File: config.mk
export PLATFORM = sky130hd
export DESIGN_NAME = sync_fifo_prog
export DESIGN_NICKNAME = d
export VERILOG_FILES = /design/src/rtl/fifo_pkg.sv /design/src/rtl/fifo_ram.sv /design/src/rtl/sync_fifo_prog.sv
export SDC_FILE = /design/constraint.sdc
export NUM_CORES = 1
export LEC_CHECK = 0
export ABC_AREA = 1
export BUFFER_PORTS_ARGS = -buffer_cell sky130_fd_sc_hd__buf_4
export CAP_MARGIN = 30
export CORE_UTILIZATION = 53
export CTS_BUF_LIST = sky130_fd_sc_hd__clkbuf_2 sky130_fd_sc_hd__clkbuf_4 sky130_fd_sc_hd__clkbuf_8
export CTS_CLUSTER_SIZE = 12
export DETAILED_ROUTE_END_ITERATION = 6
export PLACE_DENSITY = 0.7
export REMOVE_ABC_BUFFERS = 1
export SLEW_MARGIN = 25
export SYNTH_ARGS = -nofsm -noshare
export SYNTH_HDL_FRONTEND = slang
export SYNTH_SLANG_ARGS = --single-unit
File: constraint.sdc
create_clock -name clk -period 4.7 [get_ports clk]
set_input_delay 0.94 -clock clk [delete_from_list [all_inputs] [get_ports clk]]
set_output_delay 0.94 -clock clk [all_outputs]
set_load 0.01 [all_outputs]
File: src/rtl/fifo_pkg.sv
// Shared constants and elaboration-time helpers for the programmable sync FIFO.
package fifo_pkg;

    localparam int FIFO_MODE_STD  = 0;
    localparam int FIFO_MODE_FWFT = 1;

    function automatic int clog2(input int value);
        int r;
        r = 0;
        for (int i = 0; i < 31; i++) begin
            if ((1 << i) < value) r = i + 1;
        end
        return r;
    endfunction

    // Legal configuration: at least two entries and 0 <= ae < af <= depth.
    function automatic bit thresh_ok(input int depth, input int ae, input int af);
        return (depth >= 2) && (ae >= 0) && (ae < af) && (af <= depth);
    endfunction

endpackage

File: src/rtl/fifo_ram.sv
// Simple dual-port register array: synchronous write, asynchronous read.
module fifo_ram
    import fifo_pkg::*;
#(
    parameter int DATA_W = 32,
    parameter int DEPTH  = 16,
    parameter int PTR_W  = 4
) (
    input  logic              clk,
    input  logic              i_we,
    input  logic [PTR_W-1:0]  i_waddr,
    input  logic [DATA_W-1:0] i_wdata,
    input  logic [PTR_W-1:0]  i_raddr,
    output logic [DATA_W-1:0] o_rdata
);

    logic [DATA_W-1:0] r_mem [DEPTH];

    always_ff @(posedge clk) begin
        if (i_we) r_mem[i_waddr] <= i_wdata;
    end

    assign o_rdata = r_mem[i_raddr];

endmodule

File: src/rtl/sync_fifo_prog.sv
// Parametrised single-clock FIFO with any depth, optional FWFT read, programmable
// almost flags, sticky overflow/underflow and synchronous flush.
module sync_fifo_prog
    import fifo_pkg::*;
#(
    parameter int DATA_W    = 32,
    parameter int DEPTH     = 16,
    parameter int FWFT      = FIFO_MODE_STD,
    parameter int AF_THRESH = DEPTH - 2,
    parameter int AE_THRESH = 2
) (
    input  logic                    clk,
    input  logic                    rstb,
    input  logic                    flush,
    input  logic                    clr_err,
    input  logic                    wren,
    input  logic [DATA_W-1:0]       write_data,
    input  logic                    ren,
    output logic [DATA_W-1:0]       read_data,
    output logic                    fifo_full,
    output logic                    fifo_empty,
    output logic                    almost_full,
    output logic                    almost_empty,
    output logic [clog2(DEPTH):0]   room_avail,
    output logic [clog2(DEPTH):0]   data_avail,
    output logic                    overflow,
    output logic                    underflow
);

    localparam int PTR_W = clog2(DEPTH);
    localparam int CNT_W = PTR_W + 1;
    localparam logic [CNT_W-1:0] DEPTH_C  = CNT_W'(DEPTH);
    localparam logic [CNT_W-1:0] AF_C     = CNT_W'(AF_THRESH);
    localparam logic [CNT_W-1:0] AE_C     = CNT_W'(AE_THRESH);
    localparam logic [PTR_W-1:0] LAST_PTR = PTR_W'(DEPTH - 1);

    if (!thresh_ok(DEPTH, AE_THRESH, AF_THRESH)) begin : g_bad_cfg
        $error("sync_fifo_prog: need DEPTH>=2 and 0 <= AE_THRESH < AF_THRESH <= DEPTH");
    end

    logic [PTR_W-1:0]  r_wr_ptr;
    logic [PTR_W-1:0]  r_rd_ptr;
    logic [CNT_W-1:0]  r_count;
    logic [CNT_W-1:0]  r_room;
    logic [CNT_W-1:0]  w_count_nxt;
    logic              r_full;
    logic              r_empty;
    logic              r_afull;
    logic              r_aempty;
    logic              r_ovf;
    logic              r_unf;
    logic              w_wr_acc;
    logic              w_rd_acc;
    logic              w_wr_rej;
    logic              w_rd_rej;
    logic [DATA_W-1:0] w_ram_rdata;

    // Explicit wrap so non-power-of-two depths never index past DEPTH-1.
    function automatic logic [PTR_W-1:0] ptr_inc(input logic [PTR_W-1:0] p);
        return (p == LAST_PTR) ? '0 : p + 1'b1;
    endfunction

    // Flush overrides both requests, so neither an access nor a refusal is seen.
    assign w_wr_acc = wren && !r_full  && !flush;
    assign w_rd_acc = ren  && !r_empty && !flush;
    assign w_wr_rej = wren &&  r_full  && !flush;
    assign w_rd_rej = ren  &&  r_empty && !flush;

    always_comb begin
        w_count_nxt = r_count;
        if (flush)                      w_count_nxt = '0;
        else if (w_wr_acc && !w_rd_acc) w_count_nxt = r_count + 1'b1;
        else if (!w_wr_acc && w_rd_acc) w_count_nxt = r_count - 1'b1;
    end

    always_ff @(posedge clk or negedge rstb) begin
        if (!rstb) begin
            r_wr_ptr <= '0;
            r_rd_ptr <= '0;
            r_count  <= '0;
            r_room   <= DEPTH_C;
            r_full   <= 1'b0;
            r_empty  <= 1'b1;
            r_afull  <= 1'b0;
            r_aempty <= 1'b1;
            r_ovf    <= 1'b0;
            r_unf    <= 1'b0;
        end else begin
            r_count  <= w_count_nxt;
            r_room   <= DEPTH_C - w_count_nxt;
            r_full   <= (w_count_nxt == DEPTH_C);
            r_empty  <= (w_count_nxt == '0);
            r_afull  <= (w_count_nxt >= AF_C);
            r_aempty <= (w_count_nxt <= AE_C);
            if (flush) begin
                r_wr_ptr <= '0;
                r_rd_ptr <= '0;
                r_ovf    <= 1'b0;
                r_unf    <= 1'b0;
            end else begin
                if (w_wr_acc) r_wr_ptr <= ptr_inc(r_wr_ptr);
                if (w_rd_acc) r_rd_ptr <= ptr_inc(r_rd_ptr);
                // A new refusal beats a simultaneous clear.
                if (w_wr_rej)     r_ovf <= 1'b1;
                else if (clr_err) r_ovf <= 1'b0;
                if (w_rd_rej)     r_unf <= 1'b1;
                else if (clr_err) r_unf <= 1'b0;
            end
        end
    end

    fifo_ram #(
        .DATA_W (DATA_W),
        .DEPTH  (DEPTH),
        .PTR_W  (PTR_W)
    ) u_ram (
        .clk     (clk),
        .i_we    (w_wr_acc),
        .i_waddr (r_wr_ptr),
        .i_wdata (write_data),
        .i_raddr (r_rd_ptr),
        .o_rdata (w_ram_rdata)
    );

    if (FWFT == FIFO_MODE_FWFT) begin : g_fwft
        // Head entry shown directly; forced to zero while empty so reset reads 0.
        assign read_data = r_empty ? '0 : w_ram_rdata;
    end else begin : g_std
        logic [DATA_W-1:0] r_rdata;
        always_ff @(posedge clk or negedge rstb) begin
            if (!rstb)         r_rdata <= '0;
            else if (w_rd_acc) r_rdata <= w_ram_rdata;
        end
        assign read_data = r_rdata;
    end

    assign fifo_full    = r_full;
    assign fifo_empty   = r_empty;
    assign almost_full  = r_afull;
    assign almost_empty = r_aempty;
    assign room_avail   = r_room;
    assign data_avail   = r_count;
    assign overflow     = r_ovf;
    assign underflow    = r_unf;

endmodule

; Word level (Yosys, flattened, before mapping)
; Memory sizes are Yosys's and may differ from the RTL's. A register that Yosys moved wholly into a read port is not among the register bits.
; Index checks and enable logic that the tools add are counted.
[totals]
n_memories = 1
ramBits = 512
wordCells = 58
out_inout_bits = 48
ff_bits = 24
input_bits = 38
[memory_table]
columns = memory, depth, word_bits, rd, rd_ports_with_merged_regs, write_ports, line_no
row1 = u_ram.r_mem, 16, 32, 1, 1, 1, fifo_ram.sv:17  ; logic [DATA_W-1:0] r_mem [DEPTH];
[op_classes]
muxes = 16
n_addsub = 5
n_eq_ne = 3
order_cmp = 2
reduce_logical = 21
[op_table]
columns = op, count
row1 = $mux W4, 6
row2 = $mux W5, 3
row3 = $logic_and A1 B1 Y1, 10
row4 = $add A4 B1 Y4 const B, 2
row5 = $eq A4 B4 Y1 const B, 2
row6 = $mux W1, 7
row7 = $logic_not A1 Y1, 6
row8 = $reduce_bool A3 Y1, 2
row9 = $add A5 B1 Y5 const B, 1
row10 = $eq A5 B5 Y1 const B, 1
row11 = $ge A5 B4 Y1 const B, 1
row12 = $le A5 B2 Y1 const B, 1
row13 = $logic_not A5 Y1, 1
row14 = $sub A5 B1 Y5 const B, 1
row15 = $sub A5 B5 Y5 const A, 1
row16 = $reduce_bool A2 Y1, 2

; Depth between registers and ports, before layout
; Gate-level depths: netlist (run 1).
[logic_depth]
word_depth = 9
depth_mapped = 13
depth_no_buf = 13

; By module
; Synthesis (run 1) repeated with hierarchy kept, for this count alone.
[unflattened]
hier_cells = 2388
area_unflattened_um2 = 24579.8
[modules_own_cells]
columns = module, n_inst, cells_per_inst, area_per_inst_um2, seq_area_each_um2
row1 = fifo_ram, 1, 2088, 22089.9, 15374.7
row2 = sync_fifo_prog, 1, 300, 2489.9, 1380.1

; Least setup slack after synthesis (run 1)
; OpenSTA, ideal clock, no wires.
[synth_timing]
kind = input port to flip-flop
from = input port wren
to = memory u_ram.r_mem[12][0], enable pin
path_buffers = 0
cell_stages = 4
setup_time_ns = 0.461
arrival_time_ns = 3.483
path_slack_ns = 0.756
cell_sequence = inv_2 > nor2_4 > nand2_1 > nor3_1
[synth_between]
elab_chain_cells = 4
[synth_lines]
columns = item, line_no
row1 = "start, declared", sync_fifo_prog.sv:16  ; input logic wren,
row2 = $logic_and A1 B1 Y1 (2 in a row), sync_fifo_prog.sv:64  ; assign w_wr_acc = wren && !r_full && !flush;
row3 = $mux W1, fifo_ram.sv:20  ; if (i_we) r_mem[i_waddr] <= i_wdata;
row4 = $mux W1 (not written as such), fifo_ram.sv:20
row5 = "end, declared", fifo_ram.sv:17
; Every way passes these cells.

==> summary.md, run 1 <==
| Metric | Value |
|---|---|
| Residual DRC count | `0` |
| Vias in the first global route | `about 15,000` |
| Synth top area share | `67.9%` |
| DR iter-0 viols | `around 1,400` |
| Synth Register Bits | `around 570` |
| Die X | `around 210 microns` |
| Total power | `approximately 12 mW` |
| DR vias | `14,400` |
| Final worst-path cycle share | `59.4%` |
| YS warnings | `0` |
| Worst Skew | `35.6 ps` |
| Site Rows | `75` |
| Post-synthesis sequential area ratio | `between 70% and 80%` |
| Adder-cell share of the synthesized area | `0.552%` |
| P per Cell Area | `between 400 and 500 nW/um^2` |
| Fmax | `358 MHz` |
| Clock transition at the registers of the reported paths | `60 ps` |
| Max IR drop VDD | `0.363 mV` |
| Hold slack final | `402 ps` |
| I/O Buffers | `85` |
| Nature of the critical path endpoint | `register` |
| Slew of the pin with the lowest slew margin | `between 1000 and 1500 ps` |
| Slowest-stage cell, CP | `inv_6` |
| Max-Slew Margin vs Limit | `approximately 33%` |
| Worst min path class | `in2async` |
| Initial Util | `53.9%` |
| Mux cell area share after synthesis | `0%` |
| Final #Nets | `1,976` |
| CTS Root Cell | `clkbuf_8` |
| Most frequent CP cell | `nand2_1` |
| Critical path class | `reg2reg` |
| CP Max Fanout | `128` |
| Crit-path max cell delay | `around 780 ps` |
| Final setup fails | `0` |
| Total CTS buffers | `90` |
| Clk buf depth | `3` |
| Hold Fails Final Rpt | `0` |
| Post-CTS resize count | `0` |
| GRT overflow | `0` |
| Post-synthesis compound-gate area fraction | `~10%` |
| Netlist cell types | `34` |
| Via density | `5.68` |
| DP HPWL | `29,100 microns` |
| RSZ-0062 raised after global routing | `no` |
| Crit path cell chain | `inv_6, buf_4, o21ai_0, o22ai_1, nand2_1, nand2_1, nand3_1, nand2_1` |
| Synth Area in Simple Gates | `around 12%` |
| Uppermost routed layer | `met4` |
| CP Launch Type | `register` |
| Wl on met1 | `between 20,000 and 25,000 microns` |
| Placed instance area | `24,000 sq um` |
| Post-Syn Area | `22,700 sq um` |
| Clk sink count | `567` |
| Post-synthesis xor/xnor area fraction | `0.193%` |
| Commonest non-fill, non-tap cell in the layout | `edfxtp_1` |
| Worst Path Required | `5280 ps` |
| Final instance area | `about 26,000 sq um` |
| CTS tree | `built` |
| Hold buffers post-CTS | `0` |
| Top cells by area, synth | `edfxtp_1 68%, nand2_1 7.1%, dfrtp_1 5.7%` |
| Met3 routed WL | `around 3000 microns` |
| Synth-to-Final Area Change | `14.6%` |
| Status | `complete, no violations` |
| Wire length per cell | `20.4 microns` |
| Slew Limit Fails | `0` |
| Area of the core | `about 42,000 sq um` |
| Main combinational cell family by area after synthesis | `simple AND/OR/NAND/NOR gates` |
| Tmin final | `2790 ps` |
| Lkg Pwr | `9.47 nW` |
| Synth area leader | `edfxtp_1` |
| First-pass GRT wire length | `80,700 microns` |
| Final antenna-violating net count | `0` |
| H-tree depth | `3` |
| Most frequent cells in the layout | `512 x edfxtp_1, 424 x nand2_1, 200 x nor2_1` |
| Arr. time, crit path | `3370 ps` |
| Share of cells above drive strength 1 | `16.1%` |
| Post-Route WL | `between 50,000 and 60,000 microns` |
| RD Place Congestion | `around 0.8` |
| Clk Latency, worst-skew pair | `roughly 660 ps` |
| Met2 wire length | `25,900 microns` |
| IO Count | `86` |
| Die Height | `209 microns` |
| GRT Overall Usage | `24.1%` |
| Initial antenna violation count | `0` |
| FF-to-FF setup slack | `1910 ps` |
| Diode count | `0` |
| Die ar. | `~44,000 sq um` |
| Cells after Synth | `1,825` |
| Synth Area per Inst | `12.4 sq um` |
| Largest net degree at the start of global routing | `202` |
| Pre-Repair DR Iteration Count | `5` |
| # Post-CTS Setup Buffers | `0` |
| Max cap viols | `0` |
-- cells by family after synthesis --
logic type / after synthesis
xor+xnor: 5
simple gates: 708
buf+inv: 134
fa+ha+maj: 10
compound gates: 401
flops: 567
-- stage by stage --
stage	cells	setup WS, ps	TNS [ps]	utilization, %
after floorplan	1719	-3410	-115450	-
final	2541	1910	0	61.8
after global placement	2366	1620	0	56.5
after global routing	2541	1650	0	61.8
after CTS	2541	1880	0	61.8
after detailed placement	2375	1550	0	57.1
-- cell type report --
| type | instances | area, sq um |
|---|---|---|
| sequential | 567 | 16800 |
| fill | 3175 | 16100 |
| multi-input combinational | 1124 | 5360 |
| clock buffer | 145 | 1750 |
| timing repair buffer | 117 | 1080 |
| tap | 539 | 674 |
| clock inverter | 21 | 246 |
| inverter | 28 | 113 |
-- routing by layer --
| layer | track usage, % | vias up |
|---|---|---|
| met2 | 40.5 | 511 |
| li1 | - | 6701 |
| met4 | 8.54 | 0 |
| met3 | 3.85 | 100 |
| met5 | 0 | - |
| met1 | 32.1 | 7118 |
-- critical path, delay by kind of cell, from the launching register on --
family / cells / cell delay (ps)
AND/OR/NAND/NOR: 4 / 310
buffers and inverters: 2 / 1250
AO/OA/AOI/OAI: 2 / 360
flip-flops: 1 / 740
-- synthesized netlist by cell type --
cell      instances
ha_1             10
nand2_2           3
buf_4            24
clkbuf_2          3
nor3_1            4
buf_2            16
inv_4             1
a31oi_1           1
nand2_1         426
a21boi_0         64
edfxtp_1        512
a21oi_4           1
nand3_1          51
o22ai_1          66
inv_1            23
buf_6             6
a21oi_1          70
a31o_2            1
xnor2_1           2
inv_2             4
o21ai_1          14
nor3_2            1
dfstp_2           3
o21ai_0         183
nand3_2           3
clkbuf_1         47
dfrtp_1          52
buf_1            10
nand4_1           3
nor2_4            3
nor2_1          213
nand3_4           1
o31ai_1           1
xor2_1            3
-- report_power, final --
group | total (mW) | internal [mW] | switching (mW)
Sequential | 5.90 | 5.73 | 0.171
Combinational | 1.66 | 0.603 | 1.06
Clock | 4.51 | 2.63 | 1.87
Total | 12.1 | 8.96 | 3.10
-- sequential cells by signal, summed over array words and instances, names as in the netlist --
register      cells
u_ram.r_mem     512
overflow          1
fifo_full         1
room_avail        5
fifo_empty        1
read_data        32
r_rd_ptr          4
almost_empty      1
underflow         1
almost_full       1
r_wr_ptr          4
data_avail        4
-- final timing paths --
kind / startpoint / end / cells past startpoint
setup / recovery: r_rd_ptr[0] / read_data[28] / 8
hold / removal: rstb / read_data[28] / 1
max in group asynchronous: rstb / r_rd_ptr[0] / 1
min in group clk: read_data[19] / read_data[19] / 2
hold reg to reg: read_data[19] / read_data[19] / 2
setup reg to reg: r_rd_ptr[0] / read_data[28] / 8
(Power assumes the default switching activity.)
==> inputs of run 2 (changes only) <==
==> constraint.sdc (replaced) <==
create_clock -name clk -period 2.7 [get_ports clk]
set_input_delay 0.54 -clock clk [delete_from_list [all_inputs] [get_ports clk]]
set_output_delay 0.54 -clock clk [all_outputs]
set_load 0.01 [all_outputs]
==> summary.md, run 2 (synthesized netlist as in run 1, its figures left out) <==
| Metric | Value |
|---|---|
| Initial Util | `53.9% (unchanged)` |
| CP delay by family, top | `simple AND/OR/NAND/NOR gates` |
| Max cap viols | `0 (unchanged)` |
| Site Rows | `75 (unchanged)` |
| P per Cell Area | `799 nW/um^2 (+72%)` |
| Final worst-path cycle share | `78.7% (+19 points)` |
| Slew Limit Fails | `0 (unchanged)` |
| Vias in the first global route | `14,300 (-1.2%)` |
| DP HPWL | `28,800 microns (-1.2%)` |
| Arr. time, crit path | `2640 ps (-730 ps)` |
| GRT overflow | `0 (unchanged)` |
| RD Place Congestion | `0.807 (-1.6%)` |
| Placed Instances | `2,392 (+0.72%)` |
| Synth-to-Final Area Change | `15.2%` |
| Hold depth | `4` |
| Largest register FFs | `512 (unchanged)` |
| Max-Slew Margin vs Limit | `43.7% (+11 points)` |
| Die Height | `209 microns (unchanged)` |
| Clk Latency, worst-skew pair | `630 ps (-30 ps)` |
| Combinational Power Share | `14.4% (+0.6 points)` |
| Pre-CTS setup slack | `528 ps (-1020 ps)` |
| Lkg Pwr | `9.56 nW (+0.94%)` |
| Clk sink count | `567 (unchanged)` |
| Max IR drop VDD | `0.594 mV (+64%)` |
| Final #Nets | `1,993 (+0.86%)` |
| RSZ-0062 raised after global routing | `no` |
| Wire length per cell | `20.6 microns (+0.71%)` |
| Fmax | `470 MHz (+31%)` |
| Nature of the critical path endpoint | `register` |
| Commonest non-fill, non-tap cell in the layout | `edfxtp_1` |
| Slew of the pin with the lowest slew margin | `844 ps (-162 ps)` |
| CTS Root Cell | `clkbuf_8` |
| Tmin final | `2130 ps (-664 ps)` |
| Clock transition at the registers of the reported paths | `70 ps (about the same)` |
| Residual DRC count | `0 (unchanged)` |
| Net switching power | `5.41 mW (+74%)` |
| Final setup fails | `0 (unchanged)` |
| CP Max Fanout | `21 (-84%)` |
| Initial antenna violation count | `0 (unchanged)` |
| Worst Skew | `14.1 ps (-21.5 ps)` |
| Largest net degree at the start of global routing | `102 (-50%)` |
| CTS tree | `built` |
| Final instance area | `26,100 sq um (+0.52%)` |
| Worst Path Required | `3210 ps (-2070 ps)` |
| Crit-path max cell delay | `620 ps (-160 ps)` |
| Flop pwr share | `48.9% (about the same)` |
| Clock share of power | `36.7% (-0.6 points)` |
| Worst min path class | `in2reg` |
| Final antenna-violating net count | `0 (unchanged)` |
| Worst setup margin | `574 ps (-1340 ps)` |
| Placed instance area | `24,200 sq um (+0.73%)` |
| First-pass GRT wire length | `81,400 microns (+0.89%)` |
| IO Count | `86 (unchanged)` |
| Critical path class | `reg2reg` |
| Slowest-stage cell, CP | `dfrtp_2` |
| Die ar. | `43,600 sq um (unchanged)` |
| Most frequent cells in the layout | `512 x edfxtp_1, 424 x nand2_1, 200 x nor2_1` |
| WP buf/inv | `2 (unchanged)` |
| Number of fill cells | `3,121 (-1.7%)` |
| Most frequent CP cell | `nand2_1` |
| Pint | `15.5 mW (+72%)` |
| R2R depth | `8 (unchanged)` |
| DR iter-0 viols | `1,285 (-6.6%)` |
| Total CTS buffers | `89 (-1.1%)` |
| I/O Buffers | `85 (unchanged)` |
| CP Launch Type | `register` |
| Post-Layout Cell Count | `2,559 (+0.71%)` |
| Hold Fails Final Rpt | `0 (unchanged)` |
| Clk buf depth | `3 (unchanged)` |
| Die X | `209 microns (unchanged)` |
| Final Util | `62.1% (+0.32 points)` |
| Pre-Repair DR Iteration Count | `5 (unchanged)` |
| Hold slack final | `161 ps (-240 ps)` |
| Area of the core | `42,000 sq um (unchanged)` |
| H-tree depth | `3 (unchanged)` |
| Status | `complete, no violations` |
| Net Sw Frac | `25.9% (+0.19 points)` |
| GRT Overall Usage | `24.6% (+0.40 points)` |
| Most flops, register | `u_ram.r_mem` |
| # Post-CTS Setup Buffers | `0 (unchanged)` |
| DR vias | `14,500 (+0.58%)` |
| Critical Path Stages | `8 (unchanged)` |
| Post-Route WL | `52,600 microns (+1.4%)` |
| Crit path cell chain | `inv_2, nand2_2, buf_4, o21ai_0, nor2_1, nand2_1, nand3_1, nand2_1` |
| Share of cells above drive strength 1 | `16.6% (+0.46 points)` |
| Via density | `5.67 (-0.13%)` |
[run 2: per-stage QoR]
stage	setup TNS, ps	power [mW]
after global placement	0	13.3
after floorplan	-268520	12.1
final	0	20.9
after global routing	0	21.8
after CTS	0	21.0
after detailed placement	0	13.4
[run 2: layout make-up]
type                            instances  area [sq um]  area share [%]
Antenna cell                            1          2.50         0.00958
Clock buffer                          141          1740            6.67
Clock inverter                         24           199           0.762
Inverter                               28           113           0.431
Multi-Input combinational cell       1124          5360            20.5
Sequential cell                       567         16800            64.2
Tap cell                              539           674            2.58
Timing Repair Buffer                  135          1270            4.85
[run 2: worst reg2reg max path: stages (launching register included)]
cell and delay [ps]:
dfrtp_2 620, inv_2 110, nand2_2 320, buf_4 370, o21ai_0 150, nor2_1 190, nand2_1 80, nand3_1 110
nand2_1 60
[run 2: final timing paths]
| kind | start | to | slack [ps] |
|---|---|---|---|
| worst max register to register | r_rd_ptr[1] | read_data[22] | 570 |
| max in group asynchronous | rstb | room_avail[4] | 1530 |
| worst min register to register | read_data[18] | read_data[18] | 480 |
| min in group asynchronous | rstb | read_data[19] | 440 |
| worst max-delay path | r_rd_ptr[1] | read_data[22] | 570 |
| worst min-delay path | clr_err | underflow | 160 |
[run 2: repair_timing]
action / CTS / global route
gates resized for setup: 0 / 0
endpoints found under the hold margin: 27 / 0
hold buffers: 1 / 0
[run 2: layer usage]
| metal | track usage (%) | wire (microns) | vias to the layer above |
|---|---|---|---|
| met5 | 0 | 0 | - |
| met4 | 9.25 | 1350 | 0 |
| met3 | 4.39 | 3120 | 99 |
| met2 | 39.9 | 25600 | 525 |
| met1 | 33.3 | 22600 | 7147 |
| li1 | - | - | 6743 |
[run 2: power groups by stage]
stage / Combinational (mW) / Clock (mW) / Sequential, mW
after global placement: 2.96 / 0 / 10.4
after CTS: 3.03 / 7.81 / 10.2
final: 3.00 / 7.66 / 10.2
after detailed placement: 3.02 / 0 / 10.4
after global routing: 3.35 / 8.18 / 10.2
after floorplan: 1.48 / 0 / 10.6
==> inputs of run 3 (changes only) <==
==> constraint.sdc (replaced) <==
create_clock -name clk -period 2 [get_ports clk]
set_input_delay 0.4 -clock clk [delete_from_list [all_inputs] [get_ports clk]]
set_output_delay 0.4 -clock clk [all_outputs]
set_load 0.01 [all_outputs]
==> summary.md, run 3 (synthesized netlist as in run 1, its figures left out) <==
| Metric | Value |
|---|---|
| DR vias | `14,600 (+0.74%)` |
| H-tree depth | `3 (unchanged)` |
| Most frequent cells in the layout | `512 x edfxtp_1, 424 x nand2_1, 200 x nor2_1` |
| Final antenna-violating net count | `0 (unchanged)` |
| Total CTS buffers | `89 (unchanged)` |
| Clock transition at the registers of the reported paths | `60 ps (about the same)` |
| Number of fill cells | `3,101 (-0.64%)` |
| Arr. time, crit path | `2450 ps (-190 ps)` |
| Initial Util | `53.9% (unchanged)` |
| Lkg Pwr | `9.67 nW (+1.2%)` |
| Tmin final | `1870 ps (-257 ps)` |
| Hold path endpoint | `u_ram.r_mem[12][12]` |
| Vias in the first global route | `14,300 (-0.25%)` |
| Slew Limit Fails | `0 (unchanged)` |
| Met3 routed WL | `3770 microns (+21%)` |
| Hold depth | `1 (-3)` |
| Wire length per cell | `20.3 microns (-1.5%)` |
| Worst Path Required | `2580 ps (-630 ps)` |
| Share of cells above drive strength 1 | `17.1% (+0.52 points)` |
| Placed Instances | `2,411 (+0.79%)` |
| P per Cell Area | `1060 nW/um^2 (+33%)` |
| GRT overflow | `0 (unchanged)` |
| Hold_sp | `write_data[12]` |
| Die Height | `209 microns (unchanged)` |
| Area of the core | `42,000 sq um (unchanged)` |
| Post-Route WL | `52,300 microns (-0.70%)` |
| RD Place Congestion | `0.786 (-2.6%)` |
| CP Launch Type | `register` |
| Die ar. | `43,600 sq um (unchanged)` |
| CP Max Fanout | `5 (-76%)` |
| Via density | `5.67 (about the same)` |
| GRT Overall Usage | `24.3% (-0.25 points)` |
| Slew of the pin with the lowest slew margin | `569 ps (-276 ps)` |
| Start of the worst register-to-register path | `fifo_empty` |
| Die X | `209 microns (unchanged)` |
| Fmax | `535 MHz (+14%)` |
| Status | `complete, no violations` |
| Clk Latency, worst-skew pair | `660 ps (+30 ps)` |
| Site Rows | `75 (unchanged)` |
| FF-to-FF setup slack | `130 ps (-440 ps)` |
| Wl on met1 | `21,800 microns (-3.6%)` |
| Max IR drop VDD | `0.619 mV (+4.3%)` |
| I/O Buffers | `85 (unchanged)` |
| DR iter-0 viols | `1,435 (+12%)` |
| CTS Root Cell | `clkbuf_8` |
| Critical path class | `reg2reg` |
| Max-Slew Margin vs Limit | `62.1% (+18 points)` |
| Pre-Repair DR Iteration Count | `5 (unchanged)` |
| Residual DRC count | `0 (unchanged)` |
| CTS tree | `built` |
| Total power | `28.0 mW (+34%)` |
| Most flops, register | `u_ram.r_mem` |
| Post-Layout Cell Count | `2,580 (+0.82%)` |
| Uppermost routed layer | `met4` |
| Final #Nets | `2,014 (+1.1%)` |
| First-pass GRT wire length | `80,800 microns (-0.73%)` |
| Clk buf depth | `3 (unchanged)` |
| Nature of the critical path endpoint | `register` |
| Synth-to-Final Area Change | `16.6%` |
| Hold Fails Final Rpt | `0 (unchanged)` |
| R2R depth | `10 (+2)` |
| Clk sink count | `567 (unchanged)` |
| Final setup fails | `0 (unchanged)` |
| DP HPWL | `29,700 microns (+3.2%)` |
| Max cap viols | `0 (unchanged)` |
| IO Count | `86 (unchanged)` |
| Critical R2R Capture | `room_avail[4]` |
| Commonest non-fill, non-tap cell in the layout | `edfxtp_1` |
| Initial antenna violation count | `0 (unchanged)` |
| Worst Skew | `33.1 ps (+19.0 ps)` |
| Largest net degree at the start of global routing | `72 (-29%)` |
| Largest register FFs | `512 (unchanged)` |
| Worst min path class | `in2reg` |
| Final worst-path cycle share | `93.5% (+15 points)` |
| Met2 wire length | `25,400 microns (-0.75%)` |
[run 3: cell count changes in the layout (fill, tap and decap cells not counted), moves of 3 or more]
cell / previous run / this run
clkbuf_8: 109 / 99
buf_12: 20 / 38
clkbuf_4: 32 / 35
clkinv_1: 7 / 13
[run 3: worst max path at each step]
stage,from,end,cells after the start
floorplan,r_rd_ptr[0],read_data[0],7
global placement,wren,room_avail[4],11
detailed placement,fifo_empty,room_avail[4],10
CTS,r_rd_ptr[0],read_data[14],8
global route,room_avail[0],room_avail[4],10
finish,fifo_empty,room_avail[4],10
[run 3: area by class of cell]
cell class                 instances  area (sq um)  area share, %
multi-input combinational       1124          5360           20.3
timing repair buffer             156          1660           6.26
inverter                          28           113          0.426
sequential                       567         16800           63.4
clock inverter                    31           231          0.876
clock buffer                     134          1630           6.15
antenna                            1          2.50        0.00947
tap                              539           674           2.55
[run 3: report_power, final]
group          switching (mW)  leakage, nW  internal [mW]
Clock                    4.47        0.978           5.50
Sequential              0.285         5.30           13.5
Combinational            2.65         3.39           1.64
[run 3: metal layers]
layer,GRT usage (%),up-vias
met5,0,-
met4,8.87,0
met3,3.64,104
met2,39.6,591
met1,33.4,7150
li1,-,6777
[run 3: per-stage QoR]
step                      utilization (%)  hold WS (ps)  setup WS (ps)  TNS (ps)  area, sq um
final                                62.9          40.6            131         0        26400
after detailed placement             58.3           429           81.3         0        24500
after floorplan                         -           104          -6110   -593560        22100
after CTS                            62.8         0.873           66.7         0        26400
after global placement               58.3           430           88.4         0        24500
after global routing                 62.8          14.7          -6.26     -6.26        26400
[run 3: timing repair]
| item | 4_1_cts | 5_1_grt |
|---|---|---|
| hold endpoints to repair | 33 | 0 |
| hold buffers | 2 | 0 |
| buffers inserted | 0 | 1 |
| resized for setup | 0 | 2 |
| setup endpoints to repair | 0 | 2 |
[run 3: critical path, cell delays in order (launching register included)]
cell and delay [ps]:
dfstp_2 560, inv_2 70, nand2_4 90, nand3_2 120, nand3_1 120, nand3_2 110
ha_1 210, nand2_1 100, nor2_1 50, ha_1 300, inv_1 60
